$ cat src/rtl/minimization_sweep_ctrl.sv
// Sweeps the 4-bit minimization datapath input over a code range, samples each result and folds it into a signature.
// Optional golden-model checking is enabled by defining MINIMIZATION_SWEEP_CHECK_EN.
module minimization_sweep_ctrl #(
  parameter int unsigned START_CODE = 0,
  parameter int unsigned END_CODE   = 15,
  parameter int unsigned SETTLE     = 1,
  localparam int unsigned CODE_W    = 4,
  localparam int unsigned DATA_W    = 3,
  localparam int unsigned SIG_W     = 8,
  localparam int unsigned CNT_W     = 5
) (
  input  logic              clk,
  input  logic              rst,
  input  logic              start,
  output logic [CODE_W-1:0] dp_in,
  input  logic [DATA_W-1:0] dp_out,
  output logic              busy,
  output logic              done,
  output logic              res_valid,
  output logic [CODE_W-1:0] res_code,
  output logic [DATA_W-1:0] res_data,
  output logic [SIG_W-1:0]  signature,
  output logic [CNT_W-1:0]  mismatch_cnt,
  output logic              err
);

  localparam logic [CODE_W-1:0] START_C  = CODE_W'(START_CODE);
  localparam logic [CODE_W-1:0] END_C    = CODE_W'(END_CODE);
  localparam logic [CODE_W-1:0] SETTLE_C = CODE_W'(SETTLE);
  localparam bit                SKIP_SETTLE = (SETTLE_C == '0);

  typedef enum logic [1:0] {S_IDLE, S_SETTLE, S_SAMPLE, S_DONE} state_e;

  state_e             state_q, state_d;
  logic [CODE_W-1:0]  code_q, code_d;
  logic [CODE_W-1:0]  wait_q, wait_d;
  logic               busy_q, busy_d;
  logic               done_q, done_d;
  logic               res_valid_q, res_valid_d;
  logic [CODE_W-1:0]  res_code_q, res_code_d;
  logic [DATA_W-1:0]  res_data_q, res_data_d;
  logic [SIG_W-1:0]   sig_q, sig_d;

  // Sequencing: settle countdown, sample, advance code, finish.
  always_comb begin
    state_d     = state_q;
    code_d      = code_q;
    wait_d      = wait_q;
    busy_d      = busy_q;
    done_d      = 1'b0;
    res_valid_d = 1'b0;
    res_code_d  = res_code_q;
    res_data_d  = res_data_q;
    sig_d       = sig_q;
    unique case (state_q)
      S_IDLE: begin
        if (start) begin
          state_d = SKIP_SETTLE ? S_SAMPLE : S_SETTLE;
          code_d  = START_C;
          wait_d  = SETTLE_C;
          busy_d  = 1'b1;
          sig_d   = '0;
        end
      end
      S_SETTLE: begin
        wait_d = wait_q - CODE_W'(1);
        if (wait_q <= CODE_W'(1)) state_d = S_SAMPLE;
      end
      S_SAMPLE: begin
        res_valid_d = 1'b1;
        res_code_d  = code_q;
        res_data_d  = dp_out;
        sig_d       = {sig_q[SIG_W-2:0], sig_q[SIG_W-1]} ^ SIG_W'(dp_out);
        if (code_q == END_C) begin
          state_d = S_DONE;
          busy_d  = 1'b0;
          done_d  = 1'b1;
        end else begin
          code_d  = code_q + CODE_W'(1);
          wait_d  = SETTLE_C;
          state_d = SKIP_SETTLE ? S_SAMPLE : S_SETTLE;
        end
      end
      S_DONE:  state_d = S_IDLE;
      default: state_d = S_IDLE;
    endcase
  end

  always_ff @(posedge clk) begin
    if (rst) begin
      state_q     <= S_IDLE;
      code_q      <= '0;
      wait_q      <= '0;
      busy_q      <= 1'b0;
      done_q      <= 1'b0;
      res_valid_q <= 1'b0;
      res_code_q  <= '0;
      res_data_q  <= '0;
      sig_q       <= '0;
    end else begin
      state_q     <= state_d;
      code_q      <= code_d;
      wait_q      <= wait_d;
      busy_q      <= busy_d;
      done_q      <= done_d;
      res_valid_q <= res_valid_d;
      res_code_q  <= res_code_d;
      res_data_q  <= res_data_d;
      sig_q       <= sig_d;
    end
  end

  assign dp_in     = code_q;
  assign busy      = busy_q;
  assign done      = done_q;
  assign res_valid = res_valid_q;
  assign res_code  = res_code_q;
  assign res_data  = res_data_q;
  assign signature = sig_q;

`ifdef MINIMIZATION_SWEEP_CHECK_EN
  logic              start_acc;
  logic              sample_en;
  logic [DATA_W-1:0] golden;
  logic [CNT_W-1:0]  mm_q, mm_d;
  logic              err_q, err_d;

  assign start_acc = (state_q == S_IDLE) && start;
  assign sample_en = (state_q == S_SAMPLE);

  // Golden model of the datapath evaluated on the code currently driven.
  always_comb begin
    golden = {code_q[1] ^ code_q[0], ~(code_q[1] ^ code_q[0]), code_q[0]};
    mm_d   = mm_q;
    err_d  = err_q;
    if (start_acc) begin
      mm_d  = '0;
      err_d = 1'b0;
    end else if (sample_en && (dp_out != golden)) begin
      if (mm_q != '1) mm_d = mm_q + CNT_W'(1);
      err_d = 1'b1;
    end
  end

  always_ff @(posedge clk) begin
    if (rst) begin
      mm_q  <= '0;
      err_q <= 1'b0;
    end else begin
      mm_q  <= mm_d;
      err_q <= err_d;
    end
  end

  assign mismatch_cnt = mm_q;
  assign err          = err_q;
`else
  assign mismatch_cnt = '0;
  assign err          = 1'b0;
`endif

endmodule
$ cat config.mk
export PLATFORM = sky130hd
export DESIGN_NAME = minimization_sweep_ctrl
export DESIGN_NICKNAME = d
export VERILOG_FILES = /design/src/rtl/minimization_sweep_ctrl.sv
export SDC_FILE = /design/constraint.sdc
export NUM_CORES = 1
export LEC_CHECK = 0
export CORE_UTILIZATION = 30
export CTS_CLUSTER_DIAMETER = 120
export DETAILED_ROUTE_END_ITERATION = 8
export SETUP_SLACK_MARGIN = 0.5
export SLEW_MARGIN = 20
export SYNTH_ARGS = -nofsm -noshare
export SYNTH_HDL_FRONTEND = slang
export SYNTH_SLANG_ARGS = --single-unit
$ cat constraint.sdc
create_clock -name clk -period 3.5 [get_ports clk]
set_clock_uncertainty 0.05 [all_clocks]
set_input_delay 0.7 -clock clk [delete_from_list [all_inputs] [get_ports clk]]
set_output_delay 0.7 -clock clk [all_outputs]
set_load 0.05 [all_outputs]
Yosys cells after proc, flatten, opt, wreduce, memory -nomap -nowiden. Cells that the tools add are included. W data, S select, Z words.

Register bits: 28. Output and inout bits: 28. Input bits: 6. Logic and storage cells: 48.

Mux-type cells: 17. Bitwise gates (word level): 2. $lt $le $gt $ge: 1. Eq/ne operators: 8. Reduce and logical (&&, ||, !) cells: 9. $add $sub $neg: 2.

Operators by type and width (number): $mux W4 (4); $pmux W8 S2 (1); $pmux W4 S3 (1); $reduce_and A3 Y1 (3); $mux W8 (1); $ne A2 B2 Y1 const B (4); $pmux W2 S4 (1); $pmux W4 S2 (1); $xor A8 B3 Y8 (1); $mux W2 (3); $add A4 B1 Y4 const B (1); $eq A2 B2 Y1 const B (2); $eq A4 B4 Y1 const B (1); $le A4 B1 Y1 const B (1); $mux W1 (4); $reduce_and A2 Y1 (2); $sub A4 B1 Y4 const B (1); $reduce_bool A3 Y1 (1); $eq A2 B1 Y1 const B (1); $logic_not A2 Y1 (1); $pmux W1 S2 (1); $reduce_bool A2 Y1 (1); $reduce_or A2 Y1 (1); $not A1 Y1 (1).

Logic depth before layout (Yosys ltp). Gate-level depths: netlist of the first run.

Word-level depth: 3. Mapped depth: 5. Depth with buffers taken out: 5.

Worst setup path after synthesis of the first run. OpenSTA, ideal clock, no wires.

Path type: register -> register. Start point: register code_q[0], in the netlist dp_in[0]. End point: register code_q[3], in the netlist dp_in[3]. Arrival time: 1.561 ns. Stages on the path, launching flop included: 6. Path buffers: 1. Clock period less this slack: 1.744 ns. Slack: 1.756 ns. Cell sequence: dfxtp_1 ha_1 and3_1 buf_2 a2111oi_0 nor4b_1.

Cells in the longest elaborated chain, start to end: 3. Elaborated cells between the ends (all ways): 6.

RTL lines: start, declared (line 35) `logic [CODE_W-1:0] code_q, code_d;`; start signal, assigned (line 102) `code_q <= code_d;`; $add A4 B1 Y4 / $eq A4 B4 Y1 (equally long branches) (line 79, 74); $mux W4 / $ne A2 B2 Y1 (equally long branches); $pmux W4 S2 / $reduce_and A3 Y1 (equally long branches).

Several ways; a longest one is shown, not always the timed one. The select of a mux whose other input is x is not followed. A chain may end at the register's enable or synchronous reset.

Worst setup path in the final report of the first run.
Start point: register code_q[0], in the netlist dp_in[0]. End point: output port dp_in[0].

RTL lines: end, declared (line 15) `output logic [CODE_W-1:0] dp_in,`.

No word-level cell between the ends.

==> results of run 1 <==
-- cells by family (layout without fill, tap and decap cells) --
group                    Yosys count  count (layout)
AND/OR/NAND/NOR                   47              47
AO/OA/AOI/OAI                     36              36
flip-flops                        28              28
buffers and inverters             18              36
XOR/XNOR                           4               4
adder cells (fa/ha/maj)            3               3
other                              1               6
-- registers in the layout, indices dropped and copies added, names as in the netlist --
signal / cells
busy: 1
done: 1
dp_in: 4
res_code: 4
res_data: 3
res_valid: 1
signature: 8
state_q: 2
wait_q: 4
-- synthesized netlist by cell type --
cell	count	area, um^2
clkbuf_1	4	15.0
or3_1	2	12.5
nor2_1	8	30.0
o211ai_1	2	15.0
and3_1	1	6.26
nand2_1	17	63.8
a22oi_1	5	37.5
a2111oi_0	1	8.76
and4_1	1	8.76
o31ai_1	2	15.0
o32ai_1	1	8.76
xor2_1	3	26.3
buf_2	4	20.0
o21bai_2	1	11.3
ha_1	3	37.5
dfxtp_1	28	561
nor4_1	1	6.26
nor4b_1	1	8.76
nor3_1	2	10.0
nand3_1	6	30.0
buf_4	7	52.6
or3b_2	1	8.76
nor3b_1	2	15.0
a21oi_1	18	90.1
conb_1	1	3.75
o21a_1	2	15.0
nand2b_1	3	18.8
xnor2_1	1	8.76
o22ai_1	1	6.26
o21ai_0	2	10.0
and2b_1	1	7.51
inv_1	3	11.3
a211oi_1	1	7.51
nor2b_1	1	6.26
-- cell type report --
class	count	area, um^2	share of cell area
tap	48	60.1	0.0390
multi-input combinational	96	553	0.359
clock buffer	3	41.3	0.0268
clock inverter	1	30.0	0.0195
timing repair buffer	29	285	0.185
sequential	28	561	0.364
inverter	3	11.3	0.00731
-- per-layer routing --
layer	track usage	vias to the layer above	wire length (um)
li1	-	508	-
met1	0.148	472	1120
met2	0.207	20	1120
met3	0.0176	2	82
met4	0.0571	0	31
met5	0	-	0
-- where the power goes --
part / switching (W) / total [W] / leakage (nW) / internal, W
logic: 0.0000740 / 0.000113 / 0.281 / 0.0000387
registers: 0.0000129 / 0.000344 / 0.227 / 0.000331
clock network: 0.0000990 / 0.000252 / 0.0357 / 0.000153
total: 0.000186 / 0.000709 / 0.544 / 0.000523
-- worst min-delay path by stage --
stage	start	endpoint	slack (ns)
final	res_code[1]	res_code[1]	0.41
after global routing	res_data[1]	res_data[1]	0.44
after CTS	res_code[2]	res_code[2]	0.41
after detailed placement	res_code[2]	res_code[2]	0.40
after global placement	res_code[1]	res_code[1]	0.39
after floorplan	wait_q[3]	wait_q[3]	0.44
-- stage by stage --
stage               setup WS [ns]  area (um^2)
floorplan                    1.76         1210
global placement             1.36         1470
detailed placement           1.34         1470
CTS                          1.19         1540
global route                 1.12         1540
finish                       1.20         1540
==> summary by stage, run 1 <==
Place
Once placement completed, the tool counted placed cells totaling 204. The final weighted congestion of routability-driven global placement is 0.710. During placement, the flow inserted port buffers numbering 27. Once detailed placement completed, the half-perimeter wirelength came to 1650 um.

Cells and area
The most common cell after layout, fill and taps aside is dfxtp_1. Once layout is complete, the utilization of the core stands at 0.412. After the last flow step, the layout net total stands at 170. Compared with the post-synthesis result, the final layout area differs by 29.1%. The number of antenna diodes in the final layout is 0. In the final layout, the share of cells above drive strength 1 is 0.0500. The finished layout holds 208 standard cells, fillers aside. The number of inserted filler cells in the final layout is 397. In the layout the commonest cells are dfxtp_1 (28), clkdlybuf4s50_1 (27), a21oi_1 (18), nand2_1 (17), nor2_1 (8).

Yosys
The mapped cell area is 1190 um^2. Synthesis produced 137 cells. Of the total synthesized cell area, the portion taken by AND, OR, NAND and NOR gates is 0.195. The share of the Yosys chip area taken by registers is 0.470.

Of the total synthesized cell area, the portion taken by XOR and XNOR cells is 0.0294. The count of distinct cell types in the synthesized netlist is 34. The flip-flop and latch count after synthesis is 28. The largest family of logic cells by synthesized area is simple AND/OR/NAND/NOR gates. The area fraction in compound gates after synthesis is 0.189. During synthesis, Yosys emitted a total of 0 warnings. After synthesis, the mean cell area works out to 8.71 um^2. The share of synthesized cell area in full adder, half adder and majority cells is 0.0314. Measured against the total synthesized area, the mux share comes to 0.

Setup path
The most critical setup path has its endpoint at dp_in[0]. The register-to-register path setup slack is 1.86 ns. The cell family contributing the most delay on the critical path is buffers and inverters.

The slowest stage of the critical path is the clkdlybuf4s50_1 cell. The critical path depth in cells is 1. The worst register-to-register path begins at state_q[0]. The sort of element at the start of the critical path is a register.

In this run the critical register-to-register path is captured at wait_q[1]. For this run, the slowest stage of the critical path takes 0.84 ns. The maximum fanout along the worst path is 6. The depth of the worst register-to-register path is 3. Traced cell by cell, the critical path runs through clkdlybuf4s50_1. Counting both buffers and inverters, the worst setup path holds a total of 1. Data arrives at the worst endpoint at 1.55 ns.

By startpoint and endpoint, the worst setup path is classified as reg -> out. In this run the worst setup path begins at dp_in[0]. The sort of element at the end of the critical path is an output pin. For the worst setup path, the data required time is 2.75 ns.

Timing
For the finished layout, the period the worst path requires is 2.30 ns. The ratio of final minimum period to clock period is 0.657. The transition time at the pin with the least slew margin is 0.598 ns.

Static timing analysis puts the maximum clock frequency at 0.435 GHz. The hold violation total from the final report is 0. Setup repair after global routing left no endpoint under its margin. In this run the tightest slew margin relative to its limit is 0.601. The smallest hold slack is 0.412 ns. In the final timing run, aggregate negative setup slack is 0 ns. Setup violations remaining at the end of the flow were counted as 0. The final-report max-slew violation count is 0.

Floorplanning
The x dimension of the die is 65.1 um. The core region is 3740 um^2. In this run the count of I/O pins placed on the die edge is 34. The vertical die dimension is 65.1 um. The number of rows in the core area is 22. The die covers 4230 um^2.

For this configuration, the core starts out at a cell density of 0.319.

Detailed routing
The via count is 1002. The post-detailed-route count of antenna-violating nets is 0. The number of iterations in the first detailed-routing pass is 4. In the routed design, unresolved DRC markers number 0. The routed length per placed instance is 11.3 um. The routed via count divided by cell count is 4.82. After detailed routing, the total wire length is 2350 um. The number of DRC markers after the initial detailed-route iteration is 31.

Global routing
The largest net degree at the start of global routing is 25. The number of global-route vias before repair is 917. The initial antenna violation count is 0. The leftover overflow at the end of global routing is 0. The first-pass GRT wire length is 4030 um. For this run, the total global-route usage over all layers was measured as 0.121.

Power
Dividing total power by cell area gives a power density of 460 nW/um^2. The power after layout is 0.000709 W. VDD sags by at most 155 uV. The static leakage is 0.544 nW.

Job
The max capacitance violation total is 0.

Clock tree
The worst-skew pair later-pin latency is 0.27 ns. The clock passes through at most 2 buffers. After clock tree synthesis, the setup repair step added 0 buffers. Clock-pin slew was measured on the worst setup and hold paths at 0.09 ns. CTS built an H-tree with a depth of 1.

Counting the buffers created by CTS gives 3. Counting every sink on the clock net gives 28. TritonCTS built the clock tree.

After clock tree synthesis, the flow added hold-fix buffers numbering 0. CTS placed an instance of clkbuf_8 at the clock tree root. Gates resized during post-CTS repair numbered 0.

Min path
The worst hold path was traced through 2 stages. In this run the worst hold path is classified as reg -> reg.

Outcome
The flow ran to the end, and the final reports show no timing, DRC or antenna violations.
Power figures use the tool's default switching activity.
==> run 2, diff against run 1 <==
==> constraint.sdc (replaced) <==
create_clock -name clk -period 2.2 [get_ports clk]
set_clock_uncertainty 0.05 [all_clocks]
set_input_delay 0.44 -clock clk [delete_from_list [all_inputs] [get_ports clk]]
set_output_delay 0.44 -clock clk [all_outputs]
set_load 0.05 [all_outputs]
==> run 2 against run 1 <==
Core utilization is 1.1 points lower. Global-route usage is 0.26 points higher. Sequential share of layout area is 1.2 points higher. Via count is 2.1% higher. Sequential power is 59% higher. Setup slack worse by 0.73 ns. Clock power is 24% higher. Register-to-register slack worse by 1.2 ns. First-iteration DRC count is 35% higher. Cell count is 0.48% higher. Critical path type unchanged. Largest cell class unchanged. Largest power group unchanged.
==> summary by stage, run 2 (synthesis results as in run 1) <==
Floorplanning
The x dimension of the die is 65.1 um. The placeable core area is 3740 um^2. For this design the top-level I/O count stands at 34. The starting density of the core is 0.319. The vertical die dimension is 65.1 um. In this run the core area contains 22 standard-cell rows. The total die area is 4230 um^2.

Detailed routing
The number of remaining DRC errors is 0. The post-detailed-route count of antenna-violating nets is 0. The routed via count divided by cell count is 4.89. For this block, the initial DRC count from the detailed router was 42.

The via count is 1023. The first TritonRoute pass finished after 4 iterations. The routed length per placed instance is 11.8 um. The total detailed-routing wirelength is 2470 um.

Cells and area
Relative to the synthesized area, the layout overhead comes to 25.6%. The repair_antennas step left the layout with diodes totalling 0. In the final layout, the share of cells above drive strength 1 is 0.112. At the end of the flow the core is filled with cells to 0.400. The top cell types in the final layout, fill and taps aside, are dfxtp_1 (26), a21oi_1 (18), nand2_1 (17), dlygate4sd2_1 (12), nor2_1 (8). The flip-flop count of the largest register after layout is 8. The count of nets after finishing is 171. The number of inserted filler cells in the final layout is 415. After routing the design area is 1500 um^2. Leaving out fill and tap cells, the most frequent cell in the layout is dfxtp_1.

Setup path
The data required time at the worst endpoint is 1.71 ns. The worst setup path is of the reg -> out kind. The signal on the critical path passes through clkdlybuf4s15_1. The kind of cell with the highest combined delay along the critical path is buffers and inverters. The worst setup path is captured at an output pin. The slowest stage of the critical path is the clkdlybuf4s15_1 cell. Together, buffers and inverters on the worst path number 1. The sort of element at the start of the critical path is a register. The critical path data arrival time is 1.24 ns. The largest stage delay on the critical path is 0.53 ns.

The register-to-register path setup slack is 0.66 ns. The maximum fanout along the worst path is 7.

Place
The estimated wirelength of the detail-placed design is 1770 um. The total cell area at the placement stage is 1480 um^2. Input and output buffers added on the ports amount to 27. The congestion estimate from routability-driven global placement came to 0.773. The post-placement setup slack is 0.290 ns.

Power
The share of total power dissipated in combinational logic is 0.171. For this design the static power due to leakage is 0.609 nW. The maximum resistive drop on vdd is 228 uV. The power spent charging and discharging nets is 0.000294 W. Of the total power, the share spent switching nets is 0.283.

The total power per unit cell area is 693 nW/um^2. The sequential share of power is 0.527. Of the total power, the clock network draws 0.302. The internal power contribution is 0.000744 W. The power after layout is 0.00104 W.

Timing
Setup repair after global routing could not meet its margin everywhere. The hold violation total from the final report came to 0. Timing would allow up to 0.579 GHz. Setup violations remaining at the end of the flow were counted as 0. The final-report max-slew violation count is 0.

Dividing the final minimum period by the clock period gives 0.785. In the final timing run, aggregate negative setup slack is 0 ns. The shortest clock period the worst path allows after layout is 1.73 ns.

The worst path setup slack after routing is 0.474 ns.

Global routing
Entering global routing, the biggest net connects 26 pins. The first global-routing pass estimated 4130 um of wire. The total overflow left after global routing is 0. The initial antenna violation count is 0.

The global routing usage summed across all routing layers is 0.124. The number of global-route vias before repair came to 928.

Job
The max capacitance violation total is 0.

Outcome
The flow ran to the end, and the final reports show no timing, DRC or antenna violations.

Clock tree
The root buffer selected by CTS is clkbuf_8. TritonCTS built the clock tree. The clock-pin slew reported for the worst setup and hold paths after clock tree synthesis is 0.09 ns. The clock drives 28 sinks. The worst-skew pair later-pin latency is 0.27 ns.

The number of clock buffers added by TritonCTS is 3. Buffers added to address setup during post-CTS repair amount to 0. The maximum buffer depth of the clock tree is 2. CTS built an H-tree with a depth of 1.

Min path
The type of the most critical hold path is reg -> reg.
==> run 2: path summary, 6_finish.rpt <==
kind,from,endpoint,cells past startpoint
worst max-delay path,dp_in[2],dp_in[2],1
worst min-delay path,res_data[0],res_data[0],2
worst max register to register,dp_in[0],dp_in[3],4
worst min register to register,res_data[0],res_data[0],2
==> run 2: repair_timing <==
action                                  CTS  global route
cloned                                    0             0
hold buffers                              0             0
resized for setup                        25            14
endpoints found under the setup margin   22            20
pin swaps                                 0             0
==> run 2: cell type report <==
cell class                 count  area (um^2)  share of cell area
clock buffer                   4         55.1              0.0367
sequential                    28          563               0.376
inverter                       3         11.3             0.00751
tap                           48         60.1              0.0401
timing repair buffer          30          254               0.169
multi-input combinational     96          556               0.371
==> run 2: power by group through the flow <==
stage               Sequential [W]  Combinational [W]  Clock [W]
detailed placement        0.000559           0.000183          0
floorplan                 0.000584           0.000117          0
global placement          0.000558           0.000179          0
global route              0.000552           0.000194   0.000348
finish                    0.000547           0.000178   0.000313
CTS                       0.000547           0.000178   0.000329
==> run 2: routing by layer <==
| layer | global-route usage | share of wire | vias up |
|---|---|---|---|
| li1 | - | - | 512 |
| met1 | 0.153 | 0.47 | 487 |
| met2 | 0.219 | 0.50 | 22 |
| met5 | 0 | 0 | - |
| met4 | 0.0489 | 0.0085 | 0 |
| met3 | 0.0106 | 0.025 | 2 |
==> run 2: per-stage QoR <==
step / hold WS [ns] / std cells
global route: 0.443 / 209
global placement: 0.393 / 205
CTS: 0.408 / 209
floorplan: 0.437 / 142
finish: 0.407 / 209
detailed placement: 0.397 / 205
